[src/rtl/hazard_scoreboard_pkg.sv]
// rtl/hazard_scoreboard_pkg.sv - shared sizing constants for the hazard scoreboard
package hazard_scoreboard_pkg;

    localparam int SB_NREGS     = 32;
    localparam int SB_REGNOBITS = 5;
    localparam int SB_CNTBITS   = 2;
    localparam int SB_CNT_MAX   = (1 << SB_CNTBITS) - 1;

endpackage

[src/rtl/hazard_scoreboard_if.sv]
// rtl/hazard_scoreboard_if.sv - decode/WB/AGEX signal bundle for the hazard scoreboard
interface hazard_scoreboard_if #(
    parameter int NREGS     = hazard_scoreboard_pkg::SB_NREGS,
    parameter int REGNOBITS = hazard_scoreboard_pkg::SB_REGNOBITS,
    parameter int CNTBITS   = hazard_scoreboard_pkg::SB_CNTBITS
);
    logic                         issue_valid;
    logic                         use_rs1;
    logic                         use_rs2;
    logic [REGNOBITS-1:0]         rs1;
    logic [REGNOBITS-1:0]         rs2;
    logic                         wr_reg;
    logic [REGNOBITS-1:0]         rd;
    logic                         br_mispred;
    logic                         retire_valid;
    logic [REGNOBITS-1:0]         retire_rd;
    logic                         kill_valid;
    logic [REGNOBITS-1:0]         kill_rd;
    logic                         stall;
    logic                         issue_fire;
    logic [NREGS-1:0]             busy_mask;
    logic [REGNOBITS+CNTBITS-1:0] inflight_total;
    logic                         sb_error;

    modport master (
        output issue_valid, use_rs1, use_rs2, rs1, rs2, wr_reg, rd, br_mispred,
               retire_valid, retire_rd, kill_valid, kill_rd,
        input  stall, issue_fire, busy_mask, inflight_total, sb_error
    );

    modport slave (
        input  issue_valid, use_rs1, use_rs2, rs1, rs2, wr_reg, rd, br_mispred,
               retire_valid, retire_rd, kill_valid, kill_rd,
        output stall, issue_fire, busy_mask, inflight_total, sb_error
    );
endinterface

[src/rtl/hazard_scoreboard_sb_counter.sv]
// rtl/hazard_scoreboard_sb_counter.sv - per-register saturating in-flight writer counter
module sb_counter
    import hazard_scoreboard_pkg::*;
#(
    parameter int CNTBITS = SB_CNTBITS
) (
    input  logic               clk,
    input  logic               rst_n,
    input  logic               inc,
    input  logic               dec_ret,
    input  logic               dec_kill,
    output logic [CNTBITS-1:0] cnt,
    output logic [CNTBITS-1:0] cnt_next,
    output logic               nonzero,
    output logic               err
);
    localparam int SW = CNTBITS + 2;
    localparam logic signed [SW-1:0] MAXV = SW'((1 << CNTBITS) - 1);

    logic signed [SW-1:0] sum;

    // Two extra bits hold the -2..max+1 range before clamping.
    always_comb begin
        sum      = $signed({2'b00, cnt}) + $signed(SW'(inc))
                 - $signed(SW'(dec_ret)) - $signed(SW'(dec_kill));
        err      = 1'b0;
        cnt_next = sum[CNTBITS-1:0];
        if (sum < 0) begin
            cnt_next = '0;
            err      = 1'b1;
        end else if (sum > MAXV) begin
            cnt_next = '1;
            err      = 1'b1;
        end
    end

    always_ff @(posedge clk or negedge rst_n) begin
        if (!rst_n) cnt <= '0;
        else        cnt <= cnt_next;
    end

    assign nonzero = |cnt;
endmodule

[src/rtl/hazard_scoreboard.sv]
// rtl/hazard_scoreboard.sv - per-register writer scoreboard and DE issue/stall decision
module hazard_scoreboard
    import hazard_scoreboard_pkg::*;
#(
    parameter int NREGS     = SB_NREGS,
    parameter int REGNOBITS = SB_REGNOBITS,
    parameter int CNTBITS   = SB_CNTBITS,
    parameter int WB_BYPASS = 1
) (
    input  logic             clk,
    input  logic             rst_n,
    hazard_scoreboard_if.slave sb
);
    localparam int TOTW = REGNOBITS + CNTBITS;
    localparam logic [CNTBITS-1:0] CMAX = '1;
    localparam logic [CNTBITS-1:0] CONE = CNTBITS'(1);

    logic [NREGS-1:0][CNTBITS-1:0] cnt;
    logic [NREGS-1:0][CNTBITS-1:0] cnt_nx;
    logic [NREGS-1:0]              nonzero;
    logic [NREGS-1:0]              err;
    logic [TOTW-1:0]               total_nx;
    logic [TOTW-1:0]               total_q;
    logic                          error_q;
    logic                          raw1, raw2, strct, stall, fire;

    // A retire landing on the last pending writer forwards through WB this cycle.
    always_comb begin
        raw1  = sb.use_rs1 && (sb.rs1 != '0) && (cnt[sb.rs1] != '0)
             && !((WB_BYPASS != 0) && sb.retire_valid && (sb.retire_rd == sb.rs1)
                  && (cnt[sb.rs1] == CONE));
        raw2  = sb.use_rs2 && (sb.rs2 != '0) && (cnt[sb.rs2] != '0)
             && !((WB_BYPASS != 0) && sb.retire_valid && (sb.retire_rd == sb.rs2)
                  && (cnt[sb.rs2] == CONE));
        strct = sb.wr_reg && (sb.rd != '0) && (cnt[sb.rd] == CMAX);
    end

    assign stall = !rst_n || sb.br_mispred || (sb.issue_valid && (raw1 || raw2 || strct));
    assign fire  = sb.issue_valid && !stall;

    assign cnt[0]     = '0;
    assign cnt_nx[0]  = '0;
    assign nonzero[0] = 1'b0;
    assign err[0]     = 1'b0;

    for (genvar r = 1; r < NREGS; r++) begin : g_cnt
        sb_counter #(.CNTBITS(CNTBITS)) u_cnt (
            .clk      (clk),
            .rst_n    (rst_n),
            .inc      (fire && sb.wr_reg && (sb.rd == REGNOBITS'(r))),
            .dec_ret  (sb.retire_valid && (sb.retire_rd == REGNOBITS'(r))),
            .dec_kill (sb.kill_valid && (sb.kill_rd == REGNOBITS'(r))),
            .cnt      (cnt[r]),
            .cnt_next (cnt_nx[r]),
            .nonzero  (nonzero[r]),
            .err      (err[r])
        );
    end

    // Summing next-state values keeps the total aligned with the counters.
    always_comb begin
        total_nx = '0;
        for (int r = 0; r < NREGS; r++) total_nx = total_nx + TOTW'(cnt_nx[r]);
    end

    always_ff @(posedge clk or negedge rst_n) begin
        if (!rst_n) begin
            total_q <= '0;
            error_q <= 1'b0;
        end else begin
            total_q <= total_nx;
            error_q <= error_q || (|err);
        end
    end

    assign sb.stall          = stall;
    assign sb.issue_fire     = fire;
    assign sb.busy_mask      = nonzero;
    assign sb.inflight_total = total_q;
    assign sb.sb_error       = error_q;
endmodule

[src/flat_wrapper.sv]
// flat-port wrapper written by rule: the top's interface ports become plain ports
module hazard_scoreboard_flat import hazard_scoreboard_pkg::*;
#(
    parameter int NREGS     = SB_NREGS,
    parameter int REGNOBITS = SB_REGNOBITS,
    parameter int CNTBITS   = SB_CNTBITS,
    parameter int WB_BYPASS = 1
)
  (clk, rst_n, sb_issue_valid, sb_use_rs1, sb_use_rs2, sb_rs1, sb_rs2, sb_wr_reg, sb_rd, sb_br_mispred, sb_retire_valid, sb_retire_rd, sb_kill_valid, sb_kill_rd, sb_stall, sb_issue_fire, sb_busy_mask, sb_inflight_total, sb_sb_error);
  hazard_scoreboard_if #(.NREGS(NREGS), .REGNOBITS(REGNOBITS), .CNTBITS(CNTBITS)) sb_i ();
  input  logic clk;
  input  logic rst_n;
  input wire logic [$bits(sb_i.issue_valid)-1:0] sb_issue_valid;
  input wire logic [$bits(sb_i.use_rs1)-1:0] sb_use_rs1;
  input wire logic [$bits(sb_i.use_rs2)-1:0] sb_use_rs2;
  input wire logic [$bits(sb_i.rs1)-1:0] sb_rs1;
  input wire logic [$bits(sb_i.rs2)-1:0] sb_rs2;
  input wire logic [$bits(sb_i.wr_reg)-1:0] sb_wr_reg;
  input wire logic [$bits(sb_i.rd)-1:0] sb_rd;
  input wire logic [$bits(sb_i.br_mispred)-1:0] sb_br_mispred;
  input wire logic [$bits(sb_i.retire_valid)-1:0] sb_retire_valid;
  input wire logic [$bits(sb_i.retire_rd)-1:0] sb_retire_rd;
  input wire logic [$bits(sb_i.kill_valid)-1:0] sb_kill_valid;
  input wire logic [$bits(sb_i.kill_rd)-1:0] sb_kill_rd;
  output wire logic [$bits(sb_i.stall)-1:0] sb_stall;
  output wire logic [$bits(sb_i.issue_fire)-1:0] sb_issue_fire;
  output wire logic [$bits(sb_i.busy_mask)-1:0] sb_busy_mask;
  output wire logic [$bits(sb_i.inflight_total)-1:0] sb_inflight_total;
  output wire logic [$bits(sb_i.sb_error)-1:0] sb_sb_error;
  assign sb_i.issue_valid = sb_issue_valid;
  assign sb_i.use_rs1 = sb_use_rs1;
  assign sb_i.use_rs2 = sb_use_rs2;
  assign sb_i.rs1 = sb_rs1;
  assign sb_i.rs2 = sb_rs2;
  assign sb_i.wr_reg = sb_wr_reg;
  assign sb_i.rd = sb_rd;
  assign sb_i.br_mispred = sb_br_mispred;
  assign sb_i.retire_valid = sb_retire_valid;
  assign sb_i.retire_rd = sb_retire_rd;
  assign sb_i.kill_valid = sb_kill_valid;
  assign sb_i.kill_rd = sb_kill_rd;
  assign sb_stall = sb_i.stall;
  assign sb_issue_fire = sb_i.issue_fire;
  assign sb_busy_mask = sb_i.busy_mask;
  assign sb_inflight_total = sb_i.inflight_total;
  assign sb_sb_error = sb_i.sb_error;
  hazard_scoreboard #(.NREGS(NREGS), .REGNOBITS(REGNOBITS), .CNTBITS(CNTBITS), .WB_BYPASS(WB_BYPASS)) u_core (.clk(clk), .rst_n(rst_n), .sb(sb_i));
endmodule
[config.mk]
export PLATFORM = sky130hd
export DESIGN_NAME = hazard_scoreboard_flat
export DESIGN_NICKNAME = d
export VERILOG_FILES = /design/src/rtl/hazard_scoreboard_pkg.sv /design/src/rtl/hazard_scoreboard_if.sv /design/src/rtl/hazard_scoreboard_sb_counter.sv /design/src/rtl/hazard_scoreboard.sv /design/src/flat_wrapper.sv
export SDC_FILE = /design/constraint.sdc
export NUM_CORES = 1
export LEC_CHECK = 0
export ABC_AREA = 1
export BUFFER_PORTS_ARGS = -buffer_cell sky130_fd_sc_hd__buf_2
export CAP_MARGIN = 20
export CORE_MARGIN = 10
export CORE_UTILIZATION = 50
export CTS_CLUSTER_SIZE = 8
export DETAILED_ROUTE_END_ITERATION = 12
export GPL_ROUTABILITY_DRIVEN = 0
export PLACE_DENSITY = 0.68
export REMOVE_ABC_BUFFERS = 1
export SLEW_MARGIN = 25
export SYNTH_ARGS = -nofsm -noshare
export SYNTH_HDL_FRONTEND = slang
export SYNTH_SLANG_ARGS = --single-unit
[constraint.sdc]
create_clock -name clk -period 7.8 [get_ports clk]
set_clock_uncertainty 0.05 [all_clocks]
set_input_delay 0.78 -clock clk [delete_from_list [all_inputs] [get_ports clk]]
set_output_delay 0.78 -clock clk [all_outputs]
set_load 0.05 [all_outputs]
==> results.md <==
- Input/output buffers: 74
- Number of I/O pins: 76
- Mapped Avg Cell Area: 7.51 um2
- Dominant cells by area after synthesis: fa_1 22%, dfrtp_1 16%, ha_1 12%
- Most used standard cell by instance count after synthesis: inv_1
- CP arrival: 8.87 ns
- Predominant post-synthesis flop cell: dfrtp_1
- Die area: 0.0279 mm2
- Number of DRC violations after detailed-routing iteration 0: 1370
- Detailed-placement wirelength estimate: 33100 um
- Setup-failing EPs final: 6
- Initial antenna violation count: 0
- Final design instance area without fill: 0.0145 mm2
- Final core area utilization: 0.687
- Total of warnings raised by yosys: 0
- Num rows: 53
- Yosys top cell area share: 0.220
- Vertical die dimension: 167 um
- Share of synthesized registers carrying an async set or reset: 1.00
- Final-layout worst hold slack: 0.415 ns
- Total grt overflow: 0
- Max stage delay cell, worst path: fa_2
- Proportion of layout cells with a drive suffix above 1: 0.307
- Final net count: 2064
- Violations in the final reports: setup timing
- Max-slew violation count: 0
- Synthesized cell area: 0.0108 mm2
- Via total after detailed routing: 11300
- # H-tree levels: 3
- Area added between synthesis and finish: 34.4%
- Clock tree from TritonCTS: yes
- Unique masters post-synth: 37
- CP Launch Point: sb_rd[0]
- Post-detailed-route wirelength per cell: 19.5 um
- Core Box Area: 0.0212 mm2
- Global-route wire length before repair: 61100 um
- Top achievable clock speed: 115 MHz
- Register bit total from synthesis: 70
- Routed wire length: 40600 um
- Most frequent cells after synthesis: 327 x inv_1, 284 x nand2_1, 129 x nand3_1
- Routed Antenna Nets: 0
- Source-to-sink clock delay at the later pin of the worst-skew pair: 0.36 ns
- Path type of the worst setup path: in2reg
- CP max FO: 8
- Share of the cycle needed by the critical path after routing: 1.11
- Number of enable-type register cells in the synthesized netlist: 0
- DRC viols: 0
- Effective utilization at floorplan: 0.511
- Avg Vias per Cell: 5.41
- Slew headroom: 0.339
- Cell Area, Placed: 0.0135 mm2
- Total clock sinks: 70
- Slowest stage delay, CP: 0.60 ns
- Worst path most repeated cell: fa_1
- Instance count of the mapped netlist: 1440
- Launch instance of the worst register-to-register path: u_core.g_cnt[31].u_cnt.cnt[1]$_DFF_PN0_
- Required @ worst endpoint: 8.00 ns
- Die Wd: 167 um
- Status: complete, but fails checks
- Class of the tightest hold or removal check: in2async
- Final setup margin: -0.873 ns
- Number of maximum-capacitance constraint violations: 0
- Critical Path Sink Type: register
- Drt first pass iters: 7
- Setup repair after global routing missed its margin: true
- Total routing usage reported by global routing: 0.279
- Share of the yosys chip area belonging to registers: 0.162
- Clk pin slew, worst setup/hold paths: 0.07 ns
- Number of endpoints with negative hold slack in the final report: 0
- Hold bufs inserted after CTS: 0
- Maximum number of pins on one net before global-route repair: 52
- Clock buffers created by TritonCTS: 9
- Count of antenna diodes in the layout: 0
- Startpoint Class: primary input
- Cell type with the highest aggregate area in the netlist: fa_1
- Maximum root-to-sink buffer count: 2
- Worst Tran Pin Value: 0.982 ns
- Number of global-route vias before repair: 11000
- Cell at the root of the clock tree: clkbuf_16
- Final Critical Period: 8.67 ns
[kinds of logic (layout without fill, tap and decap cells)]
family,after synthesis,count (layout),synth area share
AO/OA/AOI/OAI,99,99,0.0483
XOR/XNOR,39,39,0.0316
adder cells (fa/ha/maj),224,224,0.342
buffers and inverters,408,779,0.164
flip-flops,70,70,0.162
other,1,1,0.000347
AND/OR/NAND/NOR,599,599,0.252
[timing repair]
action                                  CTS  global route
buffers inserted                          8            15
gates cloned                              2             2
endpoints found under the setup margin    6             7
resized for setup                        51            64
pin swaps                                34            26
[through the flow]
step / TNS (ns) / setup WS (ns) / cells
floorplan: -7.44 / -1.52 / 1365
detailed placement: -9.20 / -1.73 / 2045
CTS: -4.21 / -0.832 / 2070
finish: -4.53 / -0.873 / 2086
global route: -5.75 / -1.10 / 2086
global placement: -7.88 / -1.51 / 2045
[critical path: cells and delay by family]
family / cells / cell delay (ns)
AND/OR/NAND/NOR: 11 / 0.96
AO/OA/AOI/OAI: 6 / 0.84
buffers and inverters: 11 / 1.03
adder cells (fa/ha/maj): 13 / 5.15
XOR/XNOR: 1 / 0.11
[path summary, 6_finish.rpt]
path                       slack, ns                                      end  cells after the start
max                            -0.87    u_core.sb.inflight_total[6]$_DFF_PN0_                     42
min                             0.41  u_core.g_cnt[26].u_cnt.cnt[1]$_DFF_PN0_                      2
min in group clk                0.69  u_core.g_cnt[19].u_cnt.cnt[1]$_DFF_PN0_                      2
min reg2reg                     0.69  u_core.g_cnt[19].u_cnt.cnt[1]$_DFF_PN0_                      2
max in group asynchronous       6.22   u_core.g_cnt[6].u_cnt.cnt[1]$_DFF_PN0_                      3
max reg2reg                    -0.76    u_core.sb.inflight_total[6]$_DFF_PN0_                     39
[metal layers]
layer  vias up  wire, um  share of wire  GRT usage
met3       182      4460           0.11     0.0530
li1       5072         -              -          -
met4         0      2580          0.064      0.137
met1      5235     15100           0.37      0.354
met2       788     18500           0.45      0.445
met5         -         0              0          0
[layout by cell type (no fill, tap or decap), types with 3 or more instances in the layout]
cell	count
o22ai_1	3
fa_1	115
clkbuf_16	11
xor2_1	12
nand2_2	4
nor3_1	20
clkinvlp_4	3
ha_4	6
fa_2	4
buf_12	10
o21ai_0	38
xnor2_2	5
nand4_1	31
o21ai_1	16
o21ai_2	4
buf_6	8
nand3b_1	10
nand2_1	279
buf_4	339
or2_2	11
inv_1	319
nor2_2	34
nor4_1	4
xnor2_1	22
nand3_1	127
a21oi_1	14
buf_2	68
inv_2	7
nor2_1	67
nor2_4	6
ha_1	99
dfrtp_1	70
a21oi_2	17
[area by class of cell]
cell class | instances | area [um2]
clock buffer | 10 | 239
clock inverter | 6 | 93.8
fill | 1700 | 6630
inverter | 333 | 1280
multi-input combinational | 962 | 7540
sequential | 70 | 1750
tap | 275 | 344
timing repair buffer | 430 | 3280
[flip-flops by register name, indices dropped and copies added (netlist names)]
name and count:
u_core.g_cnt.u_cnt.cnt 62, u_core.sb.inflight_total 7, u_core.sb.sb_error 1
Power is left out: the tool's default activity adds up to more than one toggle a clock period on the data nets, which glitch-free logic cannot reach.
